--- config.mk ---
export PLATFORM = sky130hd
export DESIGN_NAME = hazard_fwd_ctrl
export DESIGN_NICKNAME = d
export VERILOG_FILES = /design/src/rtl/hazard_fwd_ctrl_pkg.sv /design/src/rtl/hazard_stage_rec.sv /design/src/rtl/hazard_fwd_ctrl.sv
export SDC_FILE = /design/constraint.sdc
export NUM_CORES = 1
export LEC_CHECK = 0
export CAP_MARGIN = 20
export CORE_MARGIN = 10
export CORE_UTILIZATION = 35
export CTS_CLUSTER_DIAMETER = 150
export DETAILED_ROUTE_END_ITERATION = 12
export DONT_BUFFER_PORTS = 1
export MAX_ROUTING_LAYER = met4
export SYNTH_ARGS = -nofsm -noshare
export SYNTH_HDL_FRONTEND = slang
export SYNTH_SLANG_ARGS = --single-unit
--- constraint.sdc ---
create_clock -name clk -period 2.3 [get_ports clk]
set_clock_uncertainty 0.15 [all_clocks]
set_input_delay 0.46 -clock clk [delete_from_list [all_inputs] [get_ports clk]]
set_output_delay 0.46 -clock clk [all_outputs]
set_load 0.05 [all_outputs]
--- src/rtl/hazard_fwd_ctrl_pkg.sv ---
// -----------------------------------------------------------------------------
// hazard_fwd_ctrl_pkg
// Shared definitions for the pipeline hazard / forwarding controller:
//   - forwarding mux select encodings for the EX-stage operand muxes
//   - stage_rec_t, the per-stage shadow record (EX, MEM, WB)
//   - rec_produces(), the "this record will write register r" test
// -----------------------------------------------------------------------------
package hazard_fwd_ctrl_pkg;

    // Register-address width of the shadow records. The top-level
    // REG_ADDR_W parameter defaults to this value and must stay equal to it.
    localparam int REC_ADDR_W = 5;

    // EX operand mux selects; 2'b11 is never produced.
    localparam logic [1:0] FWD_REG = 2'b00;
    localparam logic [1:0] FWD_WB  = 2'b01;
    localparam logic [1:0] FWD_MEM = 2'b10;

    typedef struct packed {
        logic                  valid;
        logic [REC_ADDR_W-1:0] rs;
        logic [REC_ADDR_W-1:0] rt;
        logic                  uses_rs;
        logic                  uses_rt;
        logic [REC_ADDR_W-1:0] dest;
        logic                  regwrite;
        logic                  memread;
    } stage_rec_t;

    // A record produces r when it is a real instruction that writes r.
    // Register 0 is hard-wired to zero, so it is never produced.
    function automatic logic rec_produces(input stage_rec_t rec,
                                          input logic [REC_ADDR_W-1:0] r);
        return rec.valid && rec.regwrite && (rec.dest == r) && (r != '0);
    endfunction

endpackage

--- src/rtl/hazard_stage_rec.sv ---
// -----------------------------------------------------------------------------
// hazard_stage_rec
// One shadow-pipeline record register with asynchronous active-low clear.
// Ports:
//   clk, rst_n  - core clock, async active-low reset (clears the record)
//   i_load      - capture i_rec on the next rising edge
//   i_bubble    - capture an empty record instead (wins over i_load)
//   i_rec       - incoming record from the previous stage
//   o_rec       - registered record
// -----------------------------------------------------------------------------
module hazard_stage_rec
    import hazard_fwd_ctrl_pkg::*;
(
    input  logic       clk,
    input  logic       rst_n,
    input  logic       i_load,
    input  logic       i_bubble,
    input  stage_rec_t i_rec,
    output stage_rec_t o_rec
);

    stage_rec_t r_rec;

    // A bubble clears every field, so valid/regwrite/memread are all 0 and
    // the uses_* bits cannot trigger forwarding for an empty slot.
    always_ff @(posedge clk or negedge rst_n) begin
        if (!rst_n) begin
            r_rec <= '0;
        end else if (i_bubble) begin
            r_rec <= '0;
        end else if (i_load) begin
            r_rec <= i_rec;
        end
    end

    assign o_rec = r_rec;

endmodule

--- src/rtl/hazard_fwd_ctrl.sv ---
// -----------------------------------------------------------------------------
// hazard_fwd_ctrl
// Hazard detection and forwarding control for the 5-stage MIPS pipeline.
// Keeps its own EX/MEM/WB shadow records fed from the ID stage and drives:
//   - EX operand mux selects (register file / WB result / MEM ALU result)
//   - ID branch-comparator bypass from the MEM ALU result
//   - stall (hold PC and IF/ID) and idex_flush (bubble into ID/EX)
// Ports:
//   clk, rst_n                      - core clock, async active-low reset
//   i_id_valid                      - ID holds a real instruction
//   i_id_rs, i_id_rt                - ID source registers
//   i_id_uses_rs, i_id_uses_rt      - ID instruction reads rs / rt
//   i_id_dest                       - resolved destination register
//   i_id_regwrite, i_id_memread     - writes register file / is a load
//   i_id_branch                     - branch compared in ID
//   o_stall, o_idex_flush           - hold IF/ID, bubble ID/EX
//   o_fwd_a_sel, o_fwd_b_sel        - EX operand mux selects
//   o_br_fwd_a, o_br_fwd_b          - ID comparator takes MEM ALU result
// All outputs are combinational from the ID inputs and the shadow records.
// -----------------------------------------------------------------------------
module hazard_fwd_ctrl
    import hazard_fwd_ctrl_pkg::*;
#(
    parameter int REG_ADDR_W = REC_ADDR_W
) (
    input  logic                  clk,
    input  logic                  rst_n,
    input  logic                  i_id_valid,
    input  logic [REG_ADDR_W-1:0] i_id_rs,
    input  logic [REG_ADDR_W-1:0] i_id_rt,
    input  logic                  i_id_uses_rs,
    input  logic                  i_id_uses_rt,
    input  logic [REG_ADDR_W-1:0] i_id_dest,
    input  logic                  i_id_regwrite,
    input  logic                  i_id_memread,
    input  logic                  i_id_branch,
    output logic                  o_stall,
    output logic                  o_idex_flush,
    output logic [1:0]            o_fwd_a_sel,
    output logic [1:0]            o_fwd_b_sel,
    output logic                  o_br_fwd_a,
    output logic                  o_br_fwd_b
);

    stage_rec_t w_id_rec;
    stage_rec_t w_ex;
    stage_rec_t w_mem;
    stage_rec_t w_wb;

    logic w_use_rs;
    logic w_use_rt;
    logic w_ex_hit;
    logic w_mem_hit;
    logic w_load_use;
    logic w_br_stall;
    logic w_stall;

    // EX-stage operand select: MEM ALU result beats WB on a double match
    // because it is the younger write. A load in MEM cannot forward (its data
    // is not ready); the stall logic keeps a consumer out of EX in that case.
    function automatic logic [1:0] ex_fwd_sel(input logic                  uses,
                                              input logic [REC_ADDR_W-1:0] r,
                                              input stage_rec_t            mem,
                                              input stage_rec_t            wb);
        logic [1:0] sel;
        sel = FWD_REG;
        if (uses) begin
            if (rec_produces(mem, r) && !mem.memread) begin
                sel = FWD_MEM;
            end else if (rec_produces(wb, r)) begin
                sel = FWD_WB;
            end
        end
        return sel;
    endfunction

    // ID fields packed into a record for the EX stage.
    always_comb begin
        w_id_rec          = '0;
        w_id_rec.valid    = i_id_valid;
        w_id_rec.rs       = REC_ADDR_W'(i_id_rs);
        w_id_rec.rt       = REC_ADDR_W'(i_id_rt);
        w_id_rec.uses_rs  = i_id_uses_rs;
        w_id_rec.uses_rt  = i_id_uses_rt;
        w_id_rec.dest     = REC_ADDR_W'(i_id_dest);
        w_id_rec.regwrite = i_id_regwrite;
        w_id_rec.memread  = i_id_memread;
    end

    // Shadow pipeline: EX takes ID or a bubble, MEM and WB simply shift.
    hazard_stage_rec u_ex_rec (
        .clk      (clk),
        .rst_n    (rst_n),
        .i_load   (1'b1),
        .i_bubble (w_stall | ~i_id_valid),
        .i_rec    (w_id_rec),
        .o_rec    (w_ex)
    );

    hazard_stage_rec u_mem_rec (
        .clk      (clk),
        .rst_n    (rst_n),
        .i_load   (1'b1),
        .i_bubble (1'b0),
        .i_rec    (w_ex),
        .o_rec    (w_mem)
    );

    hazard_stage_rec u_wb_rec (
        .clk      (clk),
        .rst_n    (rst_n),
        .i_load   (1'b1),
        .i_bubble (1'b0),
        .i_rec    (w_mem),
        .o_rec    (w_wb)
    );

    // Source reads of the ID instruction; a bubble in ID reads nothing,
    // which also gates every stall and bypass below.
    assign w_use_rs = i_id_valid & i_id_uses_rs;
    assign w_use_rt = i_id_valid & i_id_uses_rt;

    assign w_ex_hit  = (w_use_rs & rec_produces(w_ex,  w_id_rec.rs)) |
                       (w_use_rt & rec_produces(w_ex,  w_id_rec.rt));
    assign w_mem_hit = (w_use_rs & rec_produces(w_mem, w_id_rec.rs)) |
                       (w_use_rt & rec_produces(w_mem, w_id_rec.rt));

    // Load-use: a load in EX cannot forward to the next instruction in time.
    assign w_load_use = w_ex.memread & w_ex_hit;

    // Branches compare in ID, so any producer still in EX must wait one
    // cycle, and a load in MEM must wait until its data reaches WB.
    assign w_br_stall = i_id_branch & (w_ex_hit | (w_mem.memread & w_mem_hit));

    assign w_stall = w_load_use | w_br_stall;

    assign o_stall      = w_stall;
    assign o_idex_flush = w_stall;

    assign o_fwd_a_sel = ex_fwd_sel(w_ex.uses_rs, w_ex.rs, w_mem, w_wb);
    assign o_fwd_b_sel = ex_fwd_sel(w_ex.uses_rt, w_ex.rt, w_mem, w_wb);

    // WB needs no branch bypass: the register file writes in the first half
    // of the cycle and ID reads in the second half.
    assign o_br_fwd_a = i_id_branch & w_use_rs &
                        rec_produces(w_mem, w_id_rec.rs) & ~w_mem.memread;
    assign o_br_fwd_b = i_id_branch & w_use_rt &
                        rec_produces(w_mem, w_id_rec.rt) & ~w_mem.memread;

    // Record fields that no downstream comparison needs.
    logic w_unused;
    assign w_unused = ^{w_mem.rs, w_mem.rt, w_mem.uses_rs, w_mem.uses_rt,
                        w_wb.rs, w_wb.rt, w_wb.uses_rs, w_wb.uses_rt,
                        w_wb.memread};

`ifndef SYNTHESIS
    // A load in MEM with a dependent instruction in EX means a load-use
    // stall was missed.
    a_no_load_consumer: assert property (@(posedge clk) disable iff (!rst_n)
        !(w_mem.memread &&
          ((w_ex.uses_rs && rec_produces(w_mem, w_ex.rs)) ||
           (w_ex.uses_rt && rec_produces(w_mem, w_ex.rt)))));

    a_fwd_sel_legal: assert property (@(posedge clk) disable iff (!rst_n)
        (o_fwd_a_sel != 2'b11) && (o_fwd_b_sel != 2'b11));
`endif

endmodule

Yosys cells after proc, flatten, opt, wreduce, memory -nomap -nowiden
Index checks and enable logic that the tools add are counted.
{ "classes": {"n_reduce_logical": 26, "n_bitwise": 22, "muxes": 7, "eq_ne": 8} }
{ "ops": {"columns": ["operator", "count"], "rows": [
  ["5-bit == test", 8],
  ["1-bit logical AND", 21],
  ["20-bit 2-to-1 mux", 1],
  ["5-bit nonzero test", 4],
  ["1-bit AND", 15],
  ["2-bit 2-to-1 mux", 4],
  ["1-bit bitwise OR", 5],
  ["1-bit 2-to-1 mux", 2],
  ["1-bit inverter", 2],
  ["1-bit logical NOT", 1]
]} }
{ "word_totals": {"register_bits": 35, "input_bits": 23, "output_inout_bits": 8, "wordCells": 78} }

Longest topological paths before layout
Gate-level depths: netlist (run 1).
{ "logic_depth": {"depth_word": 11, "mapped_depth": 7, "ltp_nobuf": 5} }

Modules after synthesis
From an unflattened synthesis (run 1), not the netlist that was laid out.
{ "unflattened": {"hier_cells": 275, "area_unflattened_um2": 3040.4} }
{ "modules_own_cells": {"columns": ["module", "cells_each", "seq_area_each_um2", "instances", "area_per_inst_um2"], "rows": [
  ["hazard_stage_rec", 64, 500.5, 3, 805.8],
  ["hazard_fwd_ctrl", 83, 0.0, 1, 623.1]
]} }

Least setup slack after synthesis (run 1)
OpenSTA, ideal clock, no wires.
{ "synth_path": {"path_type": "flip-flop to output port", "from": "register u_ex_rec.r_rec, in the netlist u_ex_rec.o_rec[10]", "to": "output port o_fwd_b_sel[0]", "n_path_buf": 0, "arrival_time_ns": 2.622, "required_ns": 1.690, "slack_ns": -0.932, "stages_incl_launch_ff": 5, "path_cell_list": "dfrtp_1 -> or4_1 -> nor2_1 -> nor3_1 -> nor4_1"} }
{ "synth_via": {"elab_chain_len": 6, "elab_cells_between_ends": 11, "classes_between": "eq/ne: 2; mux: 3; reduce/logical: 6"} }
{ "synth_rtl": {"columns": ["item", "line_no", "source"], "rows": [
  ["from (decl)", "hazard_stage_rec.sv:22", "stage_rec_t r_rec;"],
  ["from (signal assigned)", "hazard_stage_rec.sv:32", "r_rec <= i_rec;"],
  ["5-bit == test", "hazard_fwd_ctrl_pkg.sv:34", "return rec.valid && rec.regwrite && (rec.dest == r) && (r != '0);"],
  ["1-bit logical AND (2 in a row)", "hazard_fwd_ctrl_pkg.sv:34", null],
  ["1-bit 2-to-1 mux / 1-bit logical AND (equally long branches)", "hazard_fwd_ctrl.sv:70, hazard_fwd_ctrl.sv:68", null],
  ["2-bit 2-to-1 mux (*)", "hazard_fwd_ctrl.sv:68", "if (rec_produces(mem, r) && !mem.memread) begin"],
  ["2-bit 2-to-1 mux (*)", "hazard_fwd_ctrl.sv:67", "if (uses) begin"],
  ["to (decl)", "hazard_fwd_ctrl.sv:40", "output logic [1:0] o_fwd_b_sel,"]
]} }
Every way passes the cells marked *; elsewhere a longest branch is shown, timed or not.

Final worst setup path (run 1)
{ "layout_path": {"from": "register u_mem_rec.r_rec, in the netlist u_mem_rec.o_rec[2]", "to": "output port o_stall"} }
{ "layout_via": {"elab_chain_len": 9, "elab_cells_between_ends": 13, "classes_between": "eq/ne: 2; bitwise: 7; reduce/logical: 4"} }
{ "layout_rtl": {"columns": ["item", "line_no", "source"], "rows": [
  ["from (decl)", "hazard_stage_rec.sv:22", null],
  ["from (signal assigned)", "hazard_stage_rec.sv:32", null],
  ["5-bit == test", "hazard_fwd_ctrl_pkg.sv:34", null],
  ["1-bit logical AND (2 in a row)", "hazard_fwd_ctrl_pkg.sv:34", null],
  ["1-bit AND (on tied branches)", "hazard_fwd_ctrl.sv:125, hazard_fwd_ctrl.sv:126", null],
  ["1-bit bitwise OR (*)", "hazard_fwd_ctrl.sv:125", "assign w_mem_hit = (w_use_rs & rec_produces(w_mem, w_id_rec.rs)) |"],
  ["1-bit AND (*)", "hazard_fwd_ctrl.sv:133", "assign w_br_stall = i_id_branch & (w_ex_hit | (w_mem.memread & w_mem_hit));"],
  ["1-bit bitwise OR (*)", "hazard_fwd_ctrl.sv:133", null],
  ["1-bit AND (*)", "hazard_fwd_ctrl.sv:133", null],
  ["1-bit bitwise OR (*)", "hazard_fwd_ctrl.sv:135", "assign w_stall = w_load_use | w_br_stall;"],
  ["to (decl)", "hazard_fwd_ctrl.sv:37", "output logic o_stall,"]
]} }
Marked as above.

==> impl_metrics.csv, run 1 <==
group,metric,value,unit
outcome,outcome,"finished, violations left",
outcome,violations,"negative setup slack",
clock_network,clk_pin_slew,0.06,ns
logic_synthesis,syn-cell-area,1839,µm²
global_route,grt_max_degree,36,
global_route,grt_pass1_wl,6.872,mm
logic_synthesis,synth_top_cell_by_area,"dfrtp_1",
logic_synthesis,synthCells,164,
timing,worst_slew_pin_slew,0.3350,ns
clock_network,clockRootBuffer,"clkbuf_8",
layout,syn2layout_area_growth,29.73,%
logic_synthesis,synth_commonest_cells,"36 x xnor2_1, 35 x dfrtp_1, 23 x nand2_1, 19 x nor3_2, 10 x nand4_1",
power,internal_power,1.016,mW
logic_synthesis,synth_flop_cell,"dfrtp_1",
die,rows,26,
global_route,grt_usage,0.1036,
layout,seq_area,875.8,µm²
logic_synthesis,synth-edff-count,0,
critical_path,crit_chain,"xnor2_2 > nand4_1 > or4_4 > a21oi_4 > or2_4 > buf_12",
detailed_routing,drt_iter0_drc,34,
critical_path,end_kind,"output port",
clock_network,insertion_delay,0.28,ns
critical_path,required,1.69,ns
detailed_routing,dr.pass1.iters,3,
detailed_routing,via_per_inst,4.817,
place,place.detailed.hpwl,3.173,mm
logic_synthesis,ys_ff_latch,35,
critical_path,slowest_stage,"or4_4",
timing,hold_viol,0,
worst_hold_path,min_path_type,"in -> reg",
timing,fmax,389.0,MHz
timing,finalCritPeriodShare,1.118,
die,initial_core_util,0.3601,
place,gp_congestion,0.8406,
power,power_frac_clock,0.354,
logic_synthesis,ys_types,24,
die,ios,31,
critical_path,cp-start-kind,"register",
power,switching_share,0.2314,
logic_synthesis,seq_area_frac_synth,0.4762,
logic_synthesis,synthesis.nets,187,
timing,fin_setup_tns,-1.443,ns
detailed_routing,totalWireLength,4.037,mm
clock_network,cts_buffers,5,
detailed_routing,drc,0,
die,die_area,8554,µm²
clock_network,clock-sinks,35,
global_route,grt_pass1_vias,1370,
logic_synthesis,avgSynthCellArea,11.22,µm²
power,p_sw,306.0,µW
die,design.core.area,5107,µm²
critical_path,path_delay_family,"simple AND/OR/NAND/NOR gates",
critical_path,cp_num_buf_inv,1,
clock_network,htree_levels,2,
critical_path,worstPathArrival,1.96,ns
global_route,gr-total-overflow,0,
detailed_routing,vias,1238,
clock_network,cts_max_path_buffers,2,
timing,finalWorstSetupSlack,-0.2706,ns
power,power_density,554.2,nW/µm²
logic_synthesis,synthTopCellsByArea,"dfrtp_1 48%, xnor2_1 17%, nor3_2 10%, nand2_1 4.7%, nand4_1 3.4%",
global_route,antenna_found_initial,0,
timing,whs,0.1495,ns
timing,min_period,2.571,ns
logic_synthesis,ys_warn_count,0,
detailed_routing,wl_per_cell,15.71,µm
power,seqPwrFrac,0.512,
critical_path,path_max_fanout,3,
timing,setup_violations,8,
die,die_w,92.49,µm
logic_synthesis,yosys.area.top_type_share,0.4762,
logic_synthesis,synth_most_common_cell,"xnor2_1",
critical_path,crit_type,"reg -> out",
layout,final_net_count,209,
layout,antennaDiodeCount,0,
timing,slew_headroom,0.7767,
timing,final_max_slew_viol_count,0,
power,ir_drop,0.0003640,V
timing,rsz0062_at_grt,"true",
power,comb_power_share,0.133,
die,die_h,92.49,µm
logic_synthesis,ys_async_sr_fraction,1.000,
critical_path,critical-path-max-stage-delay,0.51,ns
layout,layout-drive-gt1-share,0.3850,
power,leakage,0.9907,nW
clock_network,cts_tree,"yes",
place,io_buffers,0,
run,max_cap_violations,0,
layout,filler_cell_count,475,
layout,multi_input_area,1013,µm²
detailed_routing,ant_nets,0,
## power groups by stage
stage | Combinational [mW] | Clock [mW] | Sequential (mW)
finish | 0.176 | 0.469 | 0.678
global route | 0.195 | 0.511 | 0.681
CTS | 0.175 | 0.486 | 0.677
detailed placement | 0.140 | 0 | 0.688
global placement | 0.137 | 0 | 0.687
floorplan | 0.117 | 0 | 0.682
## routing by layer
metal	GRT usage	vias to the layer above	wire, µm
met5	-	-	0
met4	0.02699	0	41
met3	0.04923	4	291
met2	0.1729	27	2070
met1	0.1081	613	1633
li1	-	594	-
## cells in the final DEF, fill, tap and decap left out, types with 2 or more instances in the layout
cell type  Yosys  routed
dfrtp_1       35      35
xnor2_1       36      32
nand2_1       23      23
nor3_2        19      19
buf_4          1      11
nand4_1       10      10
buf_12         0       8
clkbuf_8       0       7
buf_6          1       5
or4_1          6       4
xnor2_2        0       4
xor2_1         4       4
or4_4          2       4
nor2_4         0       4
o21bai_1       2       2
nor3_4         0       2
nor4_4         0       2
and2_4         0       2
## per-stage QoR
| step | area [µm²] | setup WS (ns) | util | cells | power (mW) |
|---|---|---|---|---|---|
| after floorplan | 1909 | -0.2352 | - | 164 | 0.7986 |
| after global placement | 2141 | -0.09158 | 0.4192 | 244 | 0.8241 |
| after detailed placement | 2141 | -0.09978 | 0.4192 | 244 | 0.8281 |
| after CTS | 2364 | -0.2726 | 0.4628 | 257 | 1.337 |
| after global routing | 2386 | -0.3682 | 0.4672 | 257 | 1.387 |
| final | 2386 | -0.2706 | 0.4672 | 257 | 1.322 |
## flip-flops by register name (all words and copies together), names as in the netlist
signal and flops:
u_mem_rec.o_rec 8, u_wb_rec.o_rec 7, u_ex_rec.o_rec 20
## path summary, 6_finish.rpt
| kind | startpoint | to | slack [ns] | cells after the start |
|---|---|---|---|---|
| worst min-delay path | i_id_dest[1] | u_ex_rec.o_rec[3] | 0.15 | 2 |
| max in group asynchronous | rst_n | u_ex_rec.o_rec[8] | 1.36 | 2 |
| worst max-delay path | u_mem_rec.o_rec[2] | o_stall | -0.27 | 6 |
| worst min register to register | u_ex_rec.o_rec[0] | u_mem_rec.o_rec[0] | 0.23 | 0 |
| worst max register to register | u_mem_rec.o_rec[2] | u_ex_rec.o_rec[17] | 0.20 | 6 |
| min in group asynchronous | rst_n | u_ex_rec.o_rec[5] | 0.47 | 2 |
## timing repair
item	in CTS	in global routing
hold buffers	2	0
endpoints found under the hold margin	35	0
resized for setup	15	4
endpoints found under the setup margin	8	8
pin swaps	14	8
setup buffers	3	1
## cells by family (layout without fill, tap and decap cells)
| group | count (synthesis) | count (layout) | synth area share |
|---|---|---|---|
| AND/OR/NAND/NOR | 75 | 75 | 0.2673 |
| XOR/XNOR | 40 | 40 | 0.1905 |
| flip-flops | 35 | 35 | 0.4762 |
| buffers and inverters | 10 | 33 | 0.04490 |
| AO/OA/AOI/OAI | 4 | 4 | 0.02109 |
## cell type report
| type | count | area share |
|---|---|---|
| Sequential cell | 35 | 0.3671 |
| Clock buffer | 8 | 0.04195 |
| Multi-Input combinational cell | 119 | 0.4247 |
| Timing Repair Buffer | 25 | 0.1295 |
| Tap cell | 70 | 0.03671 |
No activity file was read; power rests on OpenSTA's default activity.
==> inputs of run 2 (changes only) <==
--- a/config.mk
+++ b/config.mk
@@ -12,6 +12,7 @@
 export DETAILED_ROUTE_END_ITERATION = 12
 export DONT_BUFFER_PORTS = 1
 export MAX_ROUTING_LAYER = met4
+export PLACE_DENSITY = 0.49
 export SYNTH_ARGS = -nofsm -noshare
 export SYNTH_HDL_FRONTEND = slang
 export SYNTH_SLANG_ARGS = --single-unit
==> impl_metrics.csv, run 2 (synthesis gave the netlist of run 1 again) <==
group,metric,value,unit
outcome,outcome,"finished, violations left",
outcome,violations,"negative setup slack",
layout,multi_input_area,1069,µm²
critical_path,required,1.69,ns
timing,final_max_slew_viol_count,0,
critical_path,crit_type,"reg -> out",
critical_path,path_delay_family,"simple AND/OR/NAND/NOR gates",
layout,layout-drive-gt1-share,0.4479,
global_route,grt_pass1_wl,7.493,mm
worst_hold_path,holdCritStartpoint,"i_id_rs[1]",
worst_hold_path,min_path_type,"in -> reg",
timing,hold_viol,0,
layout,filler_cell_count,468,
timing,rsz0062_at_grt,"true",
place,io_buffers,0,
layout,layoutNonFillerInstCount,262,
critical_path,critical-path-max-stage-delay,0.57,ns
critical_path,crit_path_start,"u_mem_rec.o_rec[3]",
die,die_area,8554,µm²
critical_path,cp_num_buf_inv,1,
die,ios,31,
critical_path,reg2reg_to,"u_ex_rec.o_rec[11]",
clock_network,clk_pin_slew,0.06,ns
critical_path,worstPathArrival,2.00,ns
clock_network,clockRootBuffer,"clkbuf_8",
place,pre_cts_slack,-0.1026,ns
die,design.core.area,5107,µm²
critical_path,path_max_fanout,2,
layout,antennaDiodeCount,0,
critical_path,cp-start-kind,"register",
critical_path,reg2regPathDepth,6,
die,rows,26,
detailed_routing,ant_nets,0,
clock_network,cts_max_path_buffers,2,
layout,layout_commonest_cell,"dfrtp_1",
layout,design_area,2494,µm²
critical_path,end_kind,"output port",
die,die_w,92.49,µm
global_route,grt_max_degree,36,
place,dpl.cell_count,245,
die,initial_core_util,0.3601,
die,die_h,92.49,µm
timing,finalCritPeriodShare,1.135,
timing,min_period,2.612,ns
critical_path,slowest_stage,"or4_4",
worst_hold_path,holdPathEnd,"u_ex_rec.o_rec[15]",
clock_network,clock-sinks,35,
detailed_routing,drt_iter0_drc,55,
critical_path,rrSetupSlack,0.20,ns
layout,seq_area,877.1,µm²
detailed_routing,via_per_inst,4.802,
run,max_cap_violations,0,
power,ir_drop,0.0003797,V
worst_hold_path,holdPathStages,2,
power,power_density,540.7,nW/µm²
global_route,gr-total-overflow,0,
place,place.detailed.hpwl,3.349,mm
power,power,1.348,mW
global_route,grt_pass1_vias,1418,
layout,layout_common_cells,"34 x dfrtp_1, 25 x xnor2_1, 22 x nand2_1",
clock_network,insertion_delay,0.27,ns
detailed_routing,wl_per_cell,17.12,µm
detailed_routing,dr.pass1.iters,4,
place,gp_congestion,0.9147,
detailed_routing,drc,0,
clock_network,cts_buffers,5,
timing,setup_violations,8,
timing,worst_slew_pin_slew,0.3298,ns
timing,slew_headroom,0.7801,
critical_path,crit_chain,"buf_6 > xor2_1 > or4_4 > a21oi_4 > or2_4",
global_route,grt_usage,0.1122,
detailed_routing,vias,1258,
clock_network,htree_levels,2,
place,place_area,2136,µm²
clock_network,cts_tree,"yes",
detailed_routing,totalWireLength,4.485,mm
timing,fmax,382.9,MHz
layout,syn2layout_area_growth,35.58,%
power,leakage,1.047,nW
global_route,antenna_found_initial,0,
timing,finalWorstSetupSlack,-0.3116,ns
layout,final_net_count,214,
layout,largest_reg_flops,20,
critical_path,r2r_start,"u_mem_rec.o_rec[3]",
-- run 2: changes by cell type in the layout (fill, tap and decap cells not counted), sizes merged --
| cell | before | now |
|---|---|---|
| buf | 24 | 29 |
-- run 2: worst max path at each step --
stage               to  cells past startpoint
6_report       o_stall                      5
5_1_grt        o_stall                      5
4_1_cts        o_stall                      5
3_5_place_dp   o_stall                      5
3_3_place_gp   o_stall                      5
2_1_floorplan  o_stall                      7
-- run 2: area by class of cell --
class                           instances  share of cell area
Clock buffer                            8             0.04014
Multi-Input combinational cell        119              0.4285
Sequential cell                        35              0.3517
Tap cell                               70             0.03512
Timing Repair Buffer                   30              0.1445
-- run 2: power breakdown --
group	total [mW]	internal, mW	switching (mW)
clock network	0.467	0.273	0.194
registers	0.678	0.647	0.0311
logic	0.203	0.114	0.0890
-- run 2: metrics by stage --
| step | hold WS [ns] | TNS, ns | utilization |
|---|---|---|---|
| floorplan | 0.01441 | -0.5430 | - |
| global placement | 0.01558 | -0.1971 | 0.4182 |
| detailed placement | 0.01549 | -0.3245 | 0.4182 |
| CTS | 0.1500 | -1.462 | 0.4721 |
| global route | 0.1482 | -2.088 | 0.4882 |
| finish | 0.1572 | -1.452 | 0.4882 |
-- run 2: repair_timing --
action / 4_1_cts / 5_1_grt
hold buffers: 2 / 0
endpoints found under the hold margin: 35 / 0
setup buffers: 8 / 3
pin swaps: 11 / 8
endpoints found under the setup margin: 8 / 8
gates resized for setup: 20 / 15
gates cloned: 0 / 0
-- run 2: routing by layer --
metal	up-vias	share of wire	global-route usage
met1	604	0.38	0.1205
met5	-	0	-
met4	0	0.027	0.03985
li1	610	-	-
met2	34	0.53	0.1918
met3	10	0.056	0.03471
==> inputs of run 3 (changes only) <==
--- a/config.mk
+++ b/config.mk
@@ -7,12 +7,12 @@
 export LEC_CHECK = 0
 export CAP_MARGIN = 20
 export CORE_MARGIN = 10
-export CORE_UTILIZATION = 35
+export CORE_UTILIZATION = 55
 export CTS_CLUSTER_DIAMETER = 150
 export DETAILED_ROUTE_END_ITERATION = 12
 export DONT_BUFFER_PORTS = 1
 export MAX_ROUTING_LAYER = met4
-export PLACE_DENSITY = 0.49
+export PLACE_DENSITY = 0.71
 export SYNTH_ARGS = -nofsm -noshare
 export SYNTH_HDL_FRONTEND = slang
 export SYNTH_SLANG_ARGS = --single-unit
==> impl_metrics.csv, run 3 (synthesis gave the netlist of run 1 again) <==
group,metric,value,unit
outcome,outcome,"finished, violations left",
outcome,violations,"negative setup slack",
timing,rsz0062_at_grt,"true",
clock_network,cts_buffers,5,
clock_network,clockRootBuffer,"clkbuf_4",
detailed_routing,ant_nets,0,
critical_path,worstPathArrival,2.05,ns
timing,finalCritPeriodShare,1.158,
layout,layout_commonest_cell,"dfrtp_1",
die,die_w,77.83,µm
timing,min_period,2.663,ns
layout,syn2layout_area_growth,28.98,%
power,power,1.166,mW
global_route,grt_pass1_vias,1484,
timing,fmax,375.5,MHz
place,gp_congestion,0.9333,
detailed_routing,via_per_inst,5.582,
global_route,gr-total-overflow,0,
run,max_cap_violations,0,
timing,fin_setup_tns,-2.357,ns
detailed_routing,drc,0,
clock_network,clk_pin_slew,0.10,ns
die,initial_core_util,0.5880,
clock_network,htree_levels,2,
critical_path,reg2reg_to,"u_ex_rec.o_rec[17]",
worst_hold_path,holdPathStages,2,
global_route,grt_max_degree,36,
power,ir_drop,0.0004301,V
critical_path,cp-start-kind,"register",
global_route,antenna_found_initial,0,
critical_path,required,1.69,ns
detailed_routing,wl_per_cell,18.04,µm
worst_hold_path,min_path_type,"in -> reg",
layout,filler_cell_count,225,
die,design.core.area,3128,µm²
timing,hold_viol,0,
detailed_routing,drt_iter0_drc,36,
layout,final_net_count,215,
critical_path,crit_path_start,"u_mem_rec.o_rec[3]",
timing,whs,0.08680,ns
layout,largest_reg_flops,20,
place,io_buffers,0,
detailed_routing,vias,1323,
global_route,grt_usage,0.1509,
clock_network,cts_tree,"yes",
critical_path,path_max_fanout,2,
die,die_area,6058,µm²
timing,worst_slew_pin_slew,0.3244,ns
critical_path,crit_type,"reg -> out",
timing,slew_headroom,0.7838,
layout,antennaDiodeCount,0,
timing,final_max_slew_viol_count,0,
global_route,grt_pass1_wl,7.017,mm
critical_path,rrSetupSlack,0.20,ns
die,rows,20,
clock_network,cts_max_path_buffers,2,
clock_network,clock-sinks,35,
critical_path,r2r_start,"u_mem_rec.o_rec[3]",
detailed_routing,totalWireLength,4.276,mm
place,place.detailed.hpwl,3.055,mm
critical_path,worstSetupEndpoint,"o_stall",
clock_network,insertion_delay,0.33,ns
critical_path,reg2regPathDepth,6,
layout,layout-drive-gt1-share,0.4301,
power,leakage,1.010,nW
critical_path,end_kind,"output port",
layout,layout_common_cells,"35 x dfrtp_1, 29 x xnor2_1, 22 x nand2_1",
timing,finalWorstSetupSlack,-0.3629,ns
die,die_h,77.83,µm
detailed_routing,dr.pass1.iters,4,
die,ios,31,
timing,setup_violations,8,
power,power_density,491.4,nW/µm²
-- run 3: cell count changes in the layout (fill, tap and decap cells not counted), sizes merged --
cell    previous run  this run
buf               29        30
clkbuf             8         7
clkinv             0         1
-- run 3: through the flow --
stage / util / cell area (µm²) / setup slack [ns] / instances
final: 0.7584 / 2372 / -0.3629 / 237
after CTS: 0.7308 / 2286 / -0.3700 / 234
after global routing: 0.7584 / 2372 / -0.4572 / 237
after floorplan: - / 1909 / -0.2352 / 164
after global placement: 0.6700 / 2096 / -0.06007 / 218
after detailed placement: 0.6700 / 2096 / -0.1347 / 218
-- run 3: worst min path at each step --
stage | from | to | slack [ns]
floorplan | rst_n | u_ex_rec.o_rec[0] | 0.01
global placement | rst_n | u_ex_rec.o_rec[6] | 0.02
detailed placement | rst_n | u_ex_rec.o_rec[2] | 0.02
CTS | i_id_valid | u_ex_rec.o_rec[4] | 0.08
global route | i_id_valid | u_ex_rec.o_rec[10] | 0.08
finish | i_id_valid | u_ex_rec.o_rec[4] | 0.09
-- run 3: timing repair --
item	in CTS	in global routing
setup endpoints to repair	8	8
setup buffers	6	3
hold endpoints to repair	35	0
gates resized for setup	14	11
hold buffers	2	0
gates cloned	0	0
pin swaps	13	11
-- run 3: critical path: stages (launching register included) --
cell and delay (ns):
dfrtp_1 0.42, buf_6 0.14, xor2_2 0.13, or4_4 0.55, a21oi_4 0.14, or2_4 0.33
-- run 3: area by class of cell --
class                      count  area (µm²)  area share
clock inverter                 1       5.005    0.002110
multi-input combinational    119        1050      0.4425
timing repair buffer          31       341.6      0.1440
tap                           44       55.05     0.02321
sequential                    35       875.8      0.3692
clock buffer                   7       45.04     0.01899
-- run 3: per-layer routing --
layer / GRT usage / vias to the layer above / part of all wire / wire length [µm]
li1: - / 611 / - / -
met1: 0.1411 / 647 / 0.36 / 1545
met2: 0.2645 / 49 / 0.54 / 2315
met3: 0.05184 / 16 / 0.058 / 249
met4: 0.08394 / 0 / 0.039 / 165
met5: - / - / 0 / 0
-- run 3: power breakdown --
group / total, mW / internal [mW] / switching, mW
Sequential: 0.678 / 0.646 / 0.0322
Clock: 0.293 / 0.119 / 0.174
Combinational: 0.195 / 0.107 / 0.0875
Total: 1.17 / 0.872 / 0.294
